$ cat config.mk
export PLATFORM = sky130hd
export DESIGN_NAME = delay_estimator
export DESIGN_NICKNAME = d
export VERILOG_FILES = /design/src/rtl/delay_estimator.sv
export SDC_FILE = /design/constraint.sdc
export NUM_CORES = 1
export LEC_CHECK = 0
export ABC_AREA = 1
export CORE_ASPECT_RATIO = 1.4
export CORE_MARGIN = 2
export CORE_UTILIZATION = 30
export DETAILED_ROUTE_END_ITERATION = 8
export PLACE_DENSITY = 0.61
export SLEW_MARGIN = 20
export SYNTH_ARGS = -nofsm -noshare
export SYNTH_HDL_FRONTEND = slang
export SYNTH_SLANG_ARGS = --single-unit
$ cat constraint.sdc
create_clock -name clk -period 6.8 [get_ports clk]
set_input_delay 1.36 -clock clk [delete_from_list [all_inputs] [get_ports clk]]
set_output_delay 1.36 -clock clk [all_outputs]
set_load 0.005 [all_outputs]
$ cat src/rtl/delay_estimator.sv
// Peak-position delay estimator: measures where the correlation peak lands in each packet
// and tracks the delay fed to the downstream delay stage. Optional stats: DELAY_EST_STATS_EN.
module delay_estimator #(
    parameter int MAX_LEN_LOG2 = 10,
    parameter int WIDTH        = 16,
    parameter int AVG_LOG2     = 3,
    parameter int TOL          = 2,
    parameter int LOCK_CNT     = 4,
    parameter int JUMP         = 64,
    parameter int BAD_MAX      = 4
) (
    input  logic                    clk,
    input  logic                    reset,
    input  logic                    clear,
    input  logic [MAX_LEN_LOG2-1:0] target,
    input  logic [WIDTH-1:0]        i_tdata,
    input  logic                    i_tlast,
    input  logic                    i_tvalid,
    output logic                    i_tready,
    input  logic                    i_peak,
    output logic [WIDTH-1:0]        o_tdata,
    output logic                    o_tlast,
    output logic                    o_tvalid,
    input  logic                    o_tready,
    output logic [MAX_LEN_LOG2-1:0] len,
    output logic                    len_valid,
`ifdef DELAY_EST_STATS_EN
    output logic [15:0]             miss_count,
    output logic [15:0]             reacq_count,
`endif
    output logic                    locked
);
    localparam int M      = MAX_LEN_LOG2;
    localparam int GOOD_W = $clog2(LOCK_CNT + 1);
    localparam int BAD_W  = $clog2(BAD_MAX + 1);

    typedef enum logic [0:0] {ST_ACQUIRE = 1'b0, ST_TRACK = 1'b1} state_t;

    state_t              state_r, state_nxt_s;
    logic [M-1:0]        idx_r, p_r, len_r, len_nxt_s;
    logic                seen_r, len_valid_r, len_valid_nxt_s, locked_r;
    logic [GOOD_W-1:0]   good_r, good_nxt_s;
    logic [BAD_W-1:0]    bad_r, bad_nxt_s, bad_inc_s;
    logic                beat_s, last_beat_s, seen_eff_s, rst_s, reacq_s, miss_s;
    logic [M-1:0]        p_eff_s, m_s, d_s, abs_d_s;
    logic signed [M-1:0] step_s;

    assign o_tdata  = i_tdata;
    assign o_tlast  = i_tlast;
    assign o_tvalid = i_tvalid;
    assign i_tready = o_tready;

    assign rst_s       = reset | clear;
    assign beat_s      = i_tvalid & o_tready;
    assign last_beat_s = beat_s & i_tlast;
    // A peak on the tlast beat itself still counts, using the live index.
    assign seen_eff_s  = seen_r | (beat_s & i_peak);
    assign p_eff_s     = seen_r ? p_r : idx_r;
    assign m_s         = target - p_eff_s;
    assign d_s         = m_s - len_r;
    assign abs_d_s     = d_s[M-1] ? ({M{1'b0}} - d_s) : d_s;
    assign step_s      = $signed(d_s) >>> AVG_LOG2;
    assign bad_inc_s   = bad_r + {{(BAD_W-1){1'b0}}, 1'b1};

    assign len       = len_r;
    assign len_valid = len_valid_r;
    assign locked    = locked_r;

    // Per-packet acquisition / tracking decision, evaluated on the tlast beat.
    always_comb begin
        state_nxt_s     = state_r;
        len_nxt_s       = len_r;
        len_valid_nxt_s = 1'b0;
        good_nxt_s      = good_r;
        bad_nxt_s       = bad_r;
        reacq_s         = 1'b0;
        miss_s          = 1'b0;
        if (last_beat_s) begin
            miss_s = ~seen_eff_s;
            case (state_r)
                ST_ACQUIRE: begin
                    if (seen_eff_s) begin
                        len_nxt_s       = m_s;
                        len_valid_nxt_s = 1'b1;
                        good_nxt_s      = {GOOD_W{1'b0}};
                        bad_nxt_s       = {BAD_W{1'b0}};
                        state_nxt_s     = ST_TRACK;
                    end else begin
                        state_nxt_s = ST_ACQUIRE;
                    end
                end
                ST_TRACK: begin
                    if (seen_eff_s && (abs_d_s <= M'(JUMP))) begin
                        len_nxt_s       = len_r + $unsigned(step_s);
                        len_valid_nxt_s = 1'b1;
                        bad_nxt_s       = {BAD_W{1'b0}};
                        if (abs_d_s <= M'(TOL)) begin
                            good_nxt_s = (good_r == GOOD_W'(LOCK_CNT)) ? good_r
                                       : good_r + {{(GOOD_W-1){1'b0}}, 1'b1};
                        end else begin
                            good_nxt_s = {GOOD_W{1'b0}};
                        end
                    end else begin
                        good_nxt_s = {GOOD_W{1'b0}};
                        if (bad_inc_s >= BAD_W'(BAD_MAX)) begin
                            bad_nxt_s   = {BAD_W{1'b0}};
                            state_nxt_s = ST_ACQUIRE;
                            reacq_s     = 1'b1;
                        end else begin
                            bad_nxt_s = bad_inc_s;
                        end
                    end
                end
                default: begin
                    state_nxt_s = ST_ACQUIRE;
                end
            endcase
        end else begin
            state_nxt_s = state_r;
        end
    end

    // State, measurement and output registers; only beats advance the packet state.
    always_ff @(posedge clk) begin
        if (rst_s) begin
            state_r     <= ST_ACQUIRE;
            idx_r       <= {M{1'b0}};
            p_r         <= {M{1'b0}};
            seen_r      <= 1'b0;
            len_r       <= {M{1'b0}};
            len_valid_r <= 1'b0;
            good_r      <= {GOOD_W{1'b0}};
            bad_r       <= {BAD_W{1'b0}};
            locked_r    <= 1'b0;
        end else begin
            state_r     <= state_nxt_s;
            len_r       <= len_nxt_s;
            len_valid_r <= len_valid_nxt_s;
            good_r      <= good_nxt_s;
            bad_r       <= bad_nxt_s;
            locked_r    <= (state_nxt_s == ST_TRACK) && (good_nxt_s == GOOD_W'(LOCK_CNT));
            if (last_beat_s) begin
                idx_r  <= {M{1'b0}};
                seen_r <= 1'b0;
            end else if (beat_s) begin
                idx_r <= (idx_r == {M{1'b1}}) ? idx_r : idx_r + {{(M-1){1'b0}}, 1'b1};
                if (i_peak && !seen_r) begin
                    p_r    <= idx_r;
                    seen_r <= 1'b1;
                end
            end
        end
    end

`ifdef DELAY_EST_STATS_EN
    logic [15:0] miss_count_r, reacq_count_r;
    assign miss_count  = miss_count_r;
    assign reacq_count = reacq_count_r;

    // Saturating diagnostics counters for missed peaks and lost locks.
    always_ff @(posedge clk) begin
        if (rst_s) begin
            miss_count_r  <= 16'h0000;
            reacq_count_r <= 16'h0000;
        end else begin
            if (miss_s && (miss_count_r != 16'hFFFF)) miss_count_r <= miss_count_r + 16'h0001;
            if (reacq_s && (reacq_count_r != 16'hFFFF)) reacq_count_r <= reacq_count_r + 16'h0001;
        end
    end
`else
    logic unused_stats_s;
    assign unused_stats_s = reacq_s ^ miss_s;
`endif
endmodule
# --- After elaboration in Yosys (flattened, before gate mapping) ---
# Cells that the tools add are included.
totals:
  register_bits: 40
  inputBits: 33
  word_cells: 65
classes:
  n_addsub: 7
  order_cmp: 3
  eq_ne: 5
  mux: 22
  n_bitwise: 8
  n_reduce_logical: 11
op_table:
  columns: ["cell", "count"]
  rows:
  - ["two-way mux 10 bit", 4]
  - ["two-way mux 3 bit", 8]
  - ["one-hot mux 10 bit (2 select lines)", 1]
  - ["subtractor 10 bit", 2]
  - ["one-hot mux 3 bit (2 select lines)", 2]
  - ["adder 10 x 1 -> 10 bit, second input constant", 1]
  - ["adder 10 bit", 1]
  - ["== test 10 bit, second input constant", 1]
  - ["<= comparator 10 x 2 -> 1 bit, second input constant", 1]
  - ["<= comparator 10 x 7 -> 1 bit, second input constant", 1]
  - ["subtractor 1 x 10 -> 10 bit, first input constant", 1]
  - ["adder 3 x 1 -> 3 bit, second input constant", 2]
  - ["== test 3 bit, second input constant", 2]
  - ["AND reduction 2 bit", 3]
  - ["AND reduction 3 bit", 2]
  - ["two-way mux 1 bit", 5]
  - ["one-hot mux 1 bit (2 select lines)", 2]
  - ["OR reduction 2 bit", 2]
  - ["bitwise AND 1 bit", 3]
  - [">= comparator 3 bit, second input constant", 1]
  - ["logical AND 1 bit", 3]
  - ["inverter 1 bit", 3]
  - ["!= test 2 x 1 -> 1 bit, second input constant", 1]
  - ["!= test 2 bit, second input constant", 1]
  - ["other kinds (2)", 3]

# --- Logic depth before layout (Yosys ltp) ---
# Gate-level depths: netlist of run 1.
depth:
  ltp_word: 12
  mapped_depth: 33
  depth_no_buf: 33

# --- Worst setup path before layout of run 1 ---
# OpenSTA, ideal clock, no wires.
synth_timing:
  kind: "input to register"
  from: "in target[0]"
  to: "reg len_r[9] (netlist: len[9])"
  setup_time_ns: 0.115
  t_arrival_ns: 5.080
  required_time_ns: 6.685
  setup_slack_ns: 1.605
  stages: 32
  path_cell_list: "inv_1 ha_1 inv_1 fa_1 nand3_1 nand2_1 a21oi_1 o21bai_1 nand2_1 nand2_1 a21oi_1 xor2_1 inv_1 ha_1 nand2_1 nor3_1 nand3_1 nand3_1 inv_1 nand3_4 nand2_4 ha_1 nand2_1 o21ai_0 nand2_1 nand2_1 a21oi_1 xor2_1 a21oi_1 nand3_1 nand2_1 nor2_1"
synth_via:
  elab_chain_cells: 8
  elab_cells_between_ends: 12
synth_rtl:
  columns: ["item", "line_no", "rtl"]
  rows:
  - ["start, declared", "15", "input logic [MAX_LEN_LOG2-1:0] target,"]
  - ["subtractor 10 bit *", "59", "assign m_s = target - p_eff_s;"]
  - ["subtractor 10 bit", "60", "assign d_s = m_s - len_r;"]
  - ["subtractor 1 x 10 -> 10 bit", "61", "assign abs_d_s = d_s[M-1] ? ({M{1'b0}} - d_s) : d_s;"]
  - ["two-way mux 10 bit", "61", null]
  - ["<= comparator 10 x 7 -> 1 bit", "93", "if (seen_eff_s && (abs_d_s <= M'(JUMP))) begin"]
  - ["logical AND 1 bit", "93", null]
  - ["!= test 2 x 1 -> 1 bit (no line)", null, null]
  - ["AND reduction 3 bit (no line)", null, null]
  - ["end signal, assigned", "130", "len_r <= {M{1'b0}};"]
  - ["end signal, assigned", "137", "len_r <= len_nxt_s;"]
  - ["end, declared", "40", "logic [M-1:0] idx_r, p_r, len_r, len_nxt_s;"]
# Every way passes the cells marked *; elsewhere a longest branch is shown, timed or not. The select of a mux whose other input is x is not followed.
# A chain may end at the register's enable or synchronous reset.

# --- Worst setup path after layout of run 1 ---
# Same ends and word-level chain as after synthesis.

==> results of run 1 <==
==> worst min-delay path, stage by stage, from the launching register on <==
cell,delay [ps]
sky130_fd_sc_hd__dfxtp_1,330
sky130_fd_sc_hd__nand2_1,70
sky130_fd_sc_hd__nor2_1,40
==> path summary, 6_finish.rpt <==
check / startpoint / cells after the start / slack [ps] / endpoint
hold reg to reg: bad_r[2] / 2 / 480 / bad_r[2]
setup / recovery: target[0] / 33 / 1070 / len[9]
hold / removal: bad_r[2] / 2 / 480 / bad_r[2]
setup reg to reg: seen_r / 29 / 1700 / len[8]
==> routing by layer <==
metal / vias to the layer above / global-route usage, % / share of wire, %
met5: - / 0 / 0
met4: 0 / 6.636 / 3.7
met3: 29 / 2.226 / 3.5
met2: 69 / 27.08 / 52
met1: 1589 / 14.29 / 41
li1: 1812 / - / -
==> layout by cell type (no fill, tap or decap), types with 2 or more instances in the layout <==
| cell type | count |
|---|---|
| sky130_fd_sc_hd__o22ai_1 | 2 |
| sky130_fd_sc_hd__inv_2 | 6 |
| sky130_fd_sc_hd__a31oi_1 | 5 |
| sky130_fd_sc_hd__nor2_2 | 2 |
| sky130_fd_sc_hd__nand3b_1 | 3 |
| sky130_fd_sc_hd__o21ai_0 | 35 |
| sky130_fd_sc_hd__xnor2_1 | 6 |
| sky130_fd_sc_hd__inv_1 | 71 |
| sky130_fd_sc_hd__buf_4 | 4 |
| sky130_fd_sc_hd__xor2_1 | 12 |
| sky130_fd_sc_hd__nor2_1 | 39 |
| sky130_fd_sc_hd__a21oi_1 | 49 |
| sky130_fd_sc_hd__clkbuf_16 | 5 |
| sky130_fd_sc_hd__dfxtp_1 | 40 |
| sky130_fd_sc_hd__nand2_2 | 8 |
| sky130_fd_sc_hd__fa_1 | 3 |
| sky130_fd_sc_hd__a21oi_2 | 2 |
| sky130_fd_sc_hd__nand4_1 | 5 |
| sky130_fd_sc_hd__nor4_1 | 2 |
| sky130_fd_sc_hd__nand2_4 | 2 |
| sky130_fd_sc_hd__ha_1 | 33 |
| sky130_fd_sc_hd__nand2_1 | 140 |
| sky130_fd_sc_hd__nand3_1 | 34 |
| sky130_fd_sc_hd__or2_1 | 2 |
| sky130_fd_sc_hd__nand3_2 | 13 |
| sky130_fd_sc_hd__bufinv_16 | 3 |
| sky130_fd_sc_hd__nor3_1 | 6 |
| sky130_fd_sc_hd__clkdlybuf4s50_1 | 31 |
==> logic make-up after synthesis <==
family          after synthesis  share of synthesized area, %
simple gates                259                         32.98
buf+inv                     106                         13.54
compound gates               96                         13.82
flops                        40                         21.94
fa+ha+maj                    36                         12.96
xor+xnor                     19                         4.765
==> final cells by class <==
| class | instances | share of cell area, % |
|---|---|---|
| Tap cell | 147 | 4.396 |
| Timing Repair Buffer | 35 | 8.134 |
| Multi-Input combinational cell | 410 | 56.28 |
| Clock buffer | 5 | 2.990 |
| Sequential cell | 40 | 19.14 |
| Inverter | 77 | 6.908 |
| Clock inverter | 3 | 2.153 |
==> flip-flops by register name, summed over array words and instances, names as in the netlist <==
| signal | flops |
|---|---|
| state_r | 1 |
| locked | 1 |
| seen_r | 1 |
| p_r | 10 |
| idx_r | 10 |
| bad_r | 3 |
| len | 10 |
| len_valid | 1 |
| good_r | 3 |
==> synth_stat cells (all sizes together), types with 3 or more instances <==
cell type | instances | area share [%]
a21oi | 51 | 7.2
clkbuf | 7 | 0.72
nand4 | 6 | 1.2
nand3 | 48 | 8.7
buf | 22 | 4.9
ha | 33 | 11
nand2 | 150 | 16
dfxtp | 40 | 22
fa | 3 | 1.6
xor2 | 13 | 3.3
o21ai | 35 | 4.8
a31oi | 5 | 0.86
nand3b | 3 | 0.62
xnor2 | 6 | 1.4
nor2 | 41 | 4.4
nor3 | 6 | 0.82
inv | 77 | 7.9
==> power breakdown <==
| group | switching, W | total (W) | internal [W] |
|---|---|---|---|
| combinational | 0.000168 | 0.000268 | 0.0000999 |
| sequential | 0.00000147 | 0.000238 | 0.000236 |
| clock | 0.0000988 | 0.000346 | 0.000247 |
| total | 0.000268 | 0.000852 | 0.000583 |
==> metrics by stage <==
stage	hold WS (ps)	util (%)	cell area, µm²
4_1_cts	481.7	35.22	4184
2_1_floorplan	449.1	-	3650
6_report	480.8	35.22	4184
3_5_place_dp	473.3	33.41	3969
5_1_grt	499.1	35.22	4184
3_3_place_gp	457.2	33.41	3969
==> impl_metrics.sql, run 1 <==
INSERT INTO impl_metrics (metric_group, metric, value, unit) VALUES
('placement', 'placedCellCount', '709', ''),
('floorplan', 'fp.coreArea', '11880', 'µm²'),
('worst_setup_path', 'timing.critical_path.max_delay_family', 'simple AND/OR/NAND/NOR gates', ''),
('global_routing', 'track_usage', '13.88', '%'),
('synth', 'synth.distinct_cells', '36', ''),
('clock_network', 'cts_setup_buffers', '0', ''),
('synth', 'post_synth.cell_area_avg', '6.564', 'µm²'),
('sta', 'finalSetupViolations', '0', ''),
('pwr', 'peakVddDrop', '0.1188', 'mV'),
('finish', 'fillerInstances', '1294', ''),
('clock_network', 'postCtsResizedCells', '0', ''),
('detailed_routing', 'number_of_search_and_repair_iterations_in_the_first_detailed_routing_pass', '4', ''),
('pwr', 'power_density', '203.6', 'nW/µm²'),
('sta', 'setup_total_negative_slack', '0', 'ps'),
('worst_setup_path', 'timing.critical_path.slowest_cell_delay', '420', 'ps'),
('worst_setup_path', 'critical-path-slowest-cell', 'sky130_fd_sc_hd__fa_1', ''),
('worst_setup_path', 'crit_top_cell', 'sky130_fd_sc_hd__nand2_1', ''),
('global_routing', 'pin_count_of_the_biggest_net_entering_global_routing', '21', ''),
('clock_network', 'clock_path_buffers', '2', ''),
('sta', 'max-slew-margin-rel', '35.32', '%'),
('synth', 'yosysSeqAreaShare', '21.94', '%'),
('placement', 'port_buffers', '31', ''),
('sta', 'final-hold-violation-count', '0', ''),
('placement', 'place.detailed.hpwl', '7454', 'µm'),
('clock_network', 'cts.sinks', '40', ''),
('sta', 'rsz0062_at_grt', 'no', ''),
('detailed_routing', 'antenna_left', '0', ''),
('worst_setup_path', 'worst_setup_path_start_kind', 'input pin', ''),
('worst_setup_path', 'critical_path_arrival', '5950', 'ps'),
('floorplan', 'design.die.area', '13080', 'µm²'),
('synth', 'ys_async_sr_fraction', '0', '%'),
('sta', 'clock_skew', '5.328', 'ps'),
('outcome', 'status', 'complete, no violations', ''),
('finish', 'layout-area-overhead-vs-synth', '14.64', '%'),
('worst_setup_path', 'worst-path-max-fanout', '6', ''),
('synth', 'syn_nets', '625', ''),
('synth', 'netlist_area', '3650', 'µm²'),
('clock_network', 'cts-hold-fix-buffers', '0', ''),
('clock_network', 'h_tree_depth', '2', ''),
('worst_setup_path', 'worst-endpoint-required', '7020', 'ps'),
('clock_network', 'cts_tree', 'yes', ''),
('floorplan', 'num_rows', '47', ''),
('floorplan', 'boundaryPins', '64', ''),
('synth', 'synth-edff-count', '0', ''),
('sta', 'max_clock_freq', '174.7', 'MHz'),
('global_routing', 'vias_in_the_first_global_route', '3446', ''),
('detailed_routing', 'overall_routed_net_length', '8954', 'µm'),
('finish', 'layout.nets', '638', ''),
('floorplan', 'die_y', '134.5', 'µm'),
('placement', 'routabilityCongestion', '0.8484', ''),
('min_path', 'holdCritPathClass', 'reg -> reg', ''),
('synth', 'synth_seq_cells', '40', ''),
('pwr', 'power.static_leakage', '1.805', 'nW'),
('finish', 'final_layout_size_suffix_gt1_share', '8.421', '%'),
('global_routing', 'grt_antenna_before_repair', '0', ''),
('floorplan', 'initial_core_util', '30.72', '%'),
('finish', 'post_layout_nonfiller_instances', '717', ''),
('sta', 'finalCritPeriodShare', '84.19', '%'),
('sta', 'timing_worst_slew_pin_value', '966.7', 'ps'),
('detailed_routing', 'route.vias.total', '3499', ''),
('clock_network', 'clk_pin_slew_worst_paths', '60', 'ps'),
('clock_network', 'cts-buffers-inserted', '5', ''),
('synth', 'syn_inst', '556', ''),
('placement', 'placement.setup.worst_slack', '745.8', 'ps'),
('sta', 'layout_setup_ws', '1075', 'ps'),
('global_routing', 'grt_first_pass_wirelength', '15160', 'µm'),
('worst_setup_path', 'critPathBufInv', '5', ''),
('clock_network', 'clkLatencyLatePin', '290', 'ps'),
('finish', 'n_antenna_cell', '0', ''),
('synth', 'synth_flop_cell', 'sky130_fd_sc_hd__dfxtp_1', ''),
('floorplan', 'die_width', '97.22', 'µm');
(Power assumes the default switching activity.)
==> run 2: changes to the inputs <==
- clock period: 6.8 -> 5.8 ns (I/O delays scaled with it)
==> impl_metrics.sql, run 2 (synthesis gave the netlist of run 1 again) <==
INSERT INTO impl_metrics (metric_group, metric, value, unit) VALUES
('worst_setup_path', 'kind_of_end_point_of_the_critical_path', 'flip-flop', ''),
('worst_setup_path', 'timing.critical_path.max_delay_family', 'simple AND/OR/NAND/NOR gates', ''),
('global_routing', 'grt_first_pass_wirelength', '15240', 'µm'),
('placement', 'port_buffers', '31', ''),
('clock_network', 'clkLatencyLatePin', '290', 'ps'),
('clock_network', 'cts_setup_buffers', '0', ''),
('worst_setup_path', 'worst-path-max-fanout', '6', ''),
('floorplan', 'num_rows', '47', ''),
('floorplan', 'die_width', '97.22', 'µm'),
('clock_network', 'cts-buffers-inserted', '5', ''),
('min_path', 'holdCritPathClass', 'reg -> reg', ''),
('min_path', 'hold_start', 'bad_r[2]', ''),
('detailed_routing', 'wl_per_cell', '12.52', 'µm'),
('global_routing', 'grt_remaining_overflow', '0', ''),
('clock_network', 'cts_tree', 'yes', ''),
('sta', 'timing.final.crit_period', '5441', 'ps'),
('global_routing', 'grt_antenna_before_repair', '0', ''),
('finish', 'sequential_cell_area', '800.8', 'µm²'),
('clock_network', 'clock_path_buffers', '2', ''),
('finish', 'layout-area-overhead-vs-synth', '13.61', '%'),
('pwr', 'peakVddDrop', '0.2058', 'mV'),
('detailed_routing', 'route.vias.total', '3505', ''),
('sta', 'max-slew-margin-rel', '36.23', '%'),
('floorplan', 'design.die.area', '13080', 'µm²'),
('worst_setup_path', 'critical-path-slowest-cell', 'sky130_fd_sc_hd__fa_1', ''),
('sta', 'timing_worst_slew_pin_value', '953.1', 'ps'),
('worst_setup_path', 'r2r_setup_slack', '930', 'ps'),
('placement', 'place.detailed.hpwl', '7551', 'µm'),
('placement', 'routabilityCongestion', '0.9064', ''),
('clock_network', 'h_tree_depth', '2', ''),
('sta', 'finalCritPeriodShare', '93.81', '%'),
('clock_network', 'cts-hold-fix-buffers', '0', ''),
('sta', 'clock_skew', '4.917', 'ps'),
('clock_network', 'cts.sinks', '40', ''),
('flow_run', 'drv.max_cap_violation_count', '0', ''),
('global_routing', 'vias_in_the_first_global_route', '3501', ''),
('worst_setup_path', 'crit_type', 'in -> reg', ''),
('global_routing', 'track_usage', '14.08', '%'),
('finish', 'n_antenna_cell', '0', ''),
('sta', 'finalSetupViolations', '0', ''),
('pwr', 'power.static_leakage', '1.783', 'nW'),
('worst_setup_path', 'critPathBufInv', '5', ''),
('worst_setup_path', 'critical_path_arrival', '5620', 'ps'),
('sta', 'max_clock_freq', '183.8', 'MHz'),
('clock_network', 'root_buffer', 'sky130_fd_sc_hd__clkbuf_16', ''),
('pwr', 'power.total', '0.0008686', 'W'),
('finish', 'layout.cells.most_common_list', '140 x sky130_fd_sc_hd__nand2_1, 71 x sky130_fd_sc_hd__inv_1, 48 x sky130_fd_sc_hd__a21oi_1', ''),
('floorplan', 'initial_core_util', '30.72', '%'),
('worst_setup_path', 'worst-r2r-cell-count', '32', ''),
('worst_setup_path', 'crit_top_cell', 'sky130_fd_sc_hd__nand2_1', ''),
('detailed_routing', 'post-route-drc-count', '0', ''),
('finish', 'final_layout_size_suffix_gt1_share', '9.282', '%'),
('sta', 'maxSlewViolCount', '0', ''),
('finish', 'fillerInstances', '1295', ''),
('detailed_routing', 'vias_per_cell', '4.882', ''),
('floorplan', 'die_y', '134.5', 'µm'),
('global_routing', 'pin_count_of_the_biggest_net_entering_global_routing', '21', ''),
('worst_setup_path', 'worst_setup_path_start_kind', 'input pin', ''),
('floorplan', 'boundaryPins', '64', ''),
('min_path', 'min_to', 'bad_r[2]', ''),
('outcome', 'status', 'complete, no violations', ''),
('worst_setup_path', 'timing.critical_path.slowest_cell_delay', '410', 'ps'),
('worst_setup_path', 'launch_instance_of_the_worst_register_to_register_path', 'seen_r', ''),
('placement', 'placedCellCount', '710', ''),
('sta', 'rsz0062_at_grt', 'yes', ''),
('min_path', 'hold_path_depth', '2', ''),
('finish', 'post_layout_nonfiller_instances', '718', ''),
('finish', 'multi_input_logic_area', '2381', 'µm²'),
('clock_network', 'clk_pin_slew_worst_paths', '50', 'ps'),
('finish', 'layout_commonest_cell', 'sky130_fd_sc_hd__nand2_1', ''),
('pwr', 'power_density', '209.5', 'nW/µm²'),
('worst_setup_path', 'worstReg2RegEnd', 'len[9]', ''),
('detailed_routing', 'antenna_left', '0', ''),
('detailed_routing', 'overall_routed_net_length', '8991', 'µm'),
('sta', 'final-hold-violation-count', '0', ''),
('floorplan', 'fp.coreArea', '11880', 'µm²'),
('worst_setup_path', 'worst-endpoint-required', '5980', 'ps'),
('detailed_routing', 'number_of_search_and_repair_iterations_in_the_first_detailed_routing_pass', '4', ''),
('detailed_routing', 'dr.first_iter.drc_count', '117', ''),
('finish', 'layout.nets', '639', '');
==> run 2: layout make-up <==
type / count / share of cell area [%]
Multi-Input combinational cell: 410 / 57.42
Sequential cell: 40 / 19.31
Timing Repair Buffer: 36 / 8.389
Inverter: 77 / 6.970
Tap cell: 147 / 4.436
Clock buffer: 5 / 3.017
Clock inverter: 3 / 0.4526
==> run 2: power breakdown <==
group          leakage (nW)  total [W]  switching [W]  internal [W]
clock network        0.0736   0.000269       0.000110      0.000158
logic                  1.39   0.000321       0.000201      0.000120
registers             0.323   0.000279     0.00000175      0.000277
==> run 2: worst min-delay path, delay by kind of cell, from the launching register on <==
| kind | cells | cell delay [ps] |
|---|---|---|
| flip-flops | 1 | 330 |
| AND/OR/NAND/NOR | 2 | 110 |
==> run 2: worst max path at each step <==
stage | startpoint | end | cells past startpoint
floorplan | target[0] | len[9] | 32
global placement | target[0] | len[9] | 33
detailed placement | target[0] | len[9] | 33
CTS | target[0] | len[9] | 33
global route | target[0] | len[9] | 33
finish | target[0] | len[9] | 33
==> run 2: stage by stage <==
stage | worst slack (ps) | setup TNS, ps | cell area (µm²) | utilization (%) | hold slack (ps)
after floorplan | 804.9 | 0 | 3650 | - | 449.1
after global placement | 80.31 | 0 | 3976 | 33.47 | 457.9
after detailed placement | -58.49 | -58.49 | 3976 | 33.47 | 471.0
after CTS | 238.5 | 0 | 4120 | 34.69 | 480.0
after global routing | -57.97 | -57.97 | 4146 | 34.91 | 509.3
final | 359.2 | 0 | 4146 | 34.91 | 476.3
==> run 2: timing repair <==
| action | 4_1_cts | 5_1_grt |
|---|---|---|
| setup endpoints to repair | 0 | 2 |
| resized for setup | 0 | 6 |
| endpoints found under the hold margin | 0 | 0 |
==> run 2: per-layer routing <==
layer,vias to the layer above,track usage (%),routed length (µm)
li1,1810,-,-
met1,1606,14.37,3629
met2,65,27.85,4832
met3,24,2.019,265
met4,0,6.636,263
met5,-,0,0
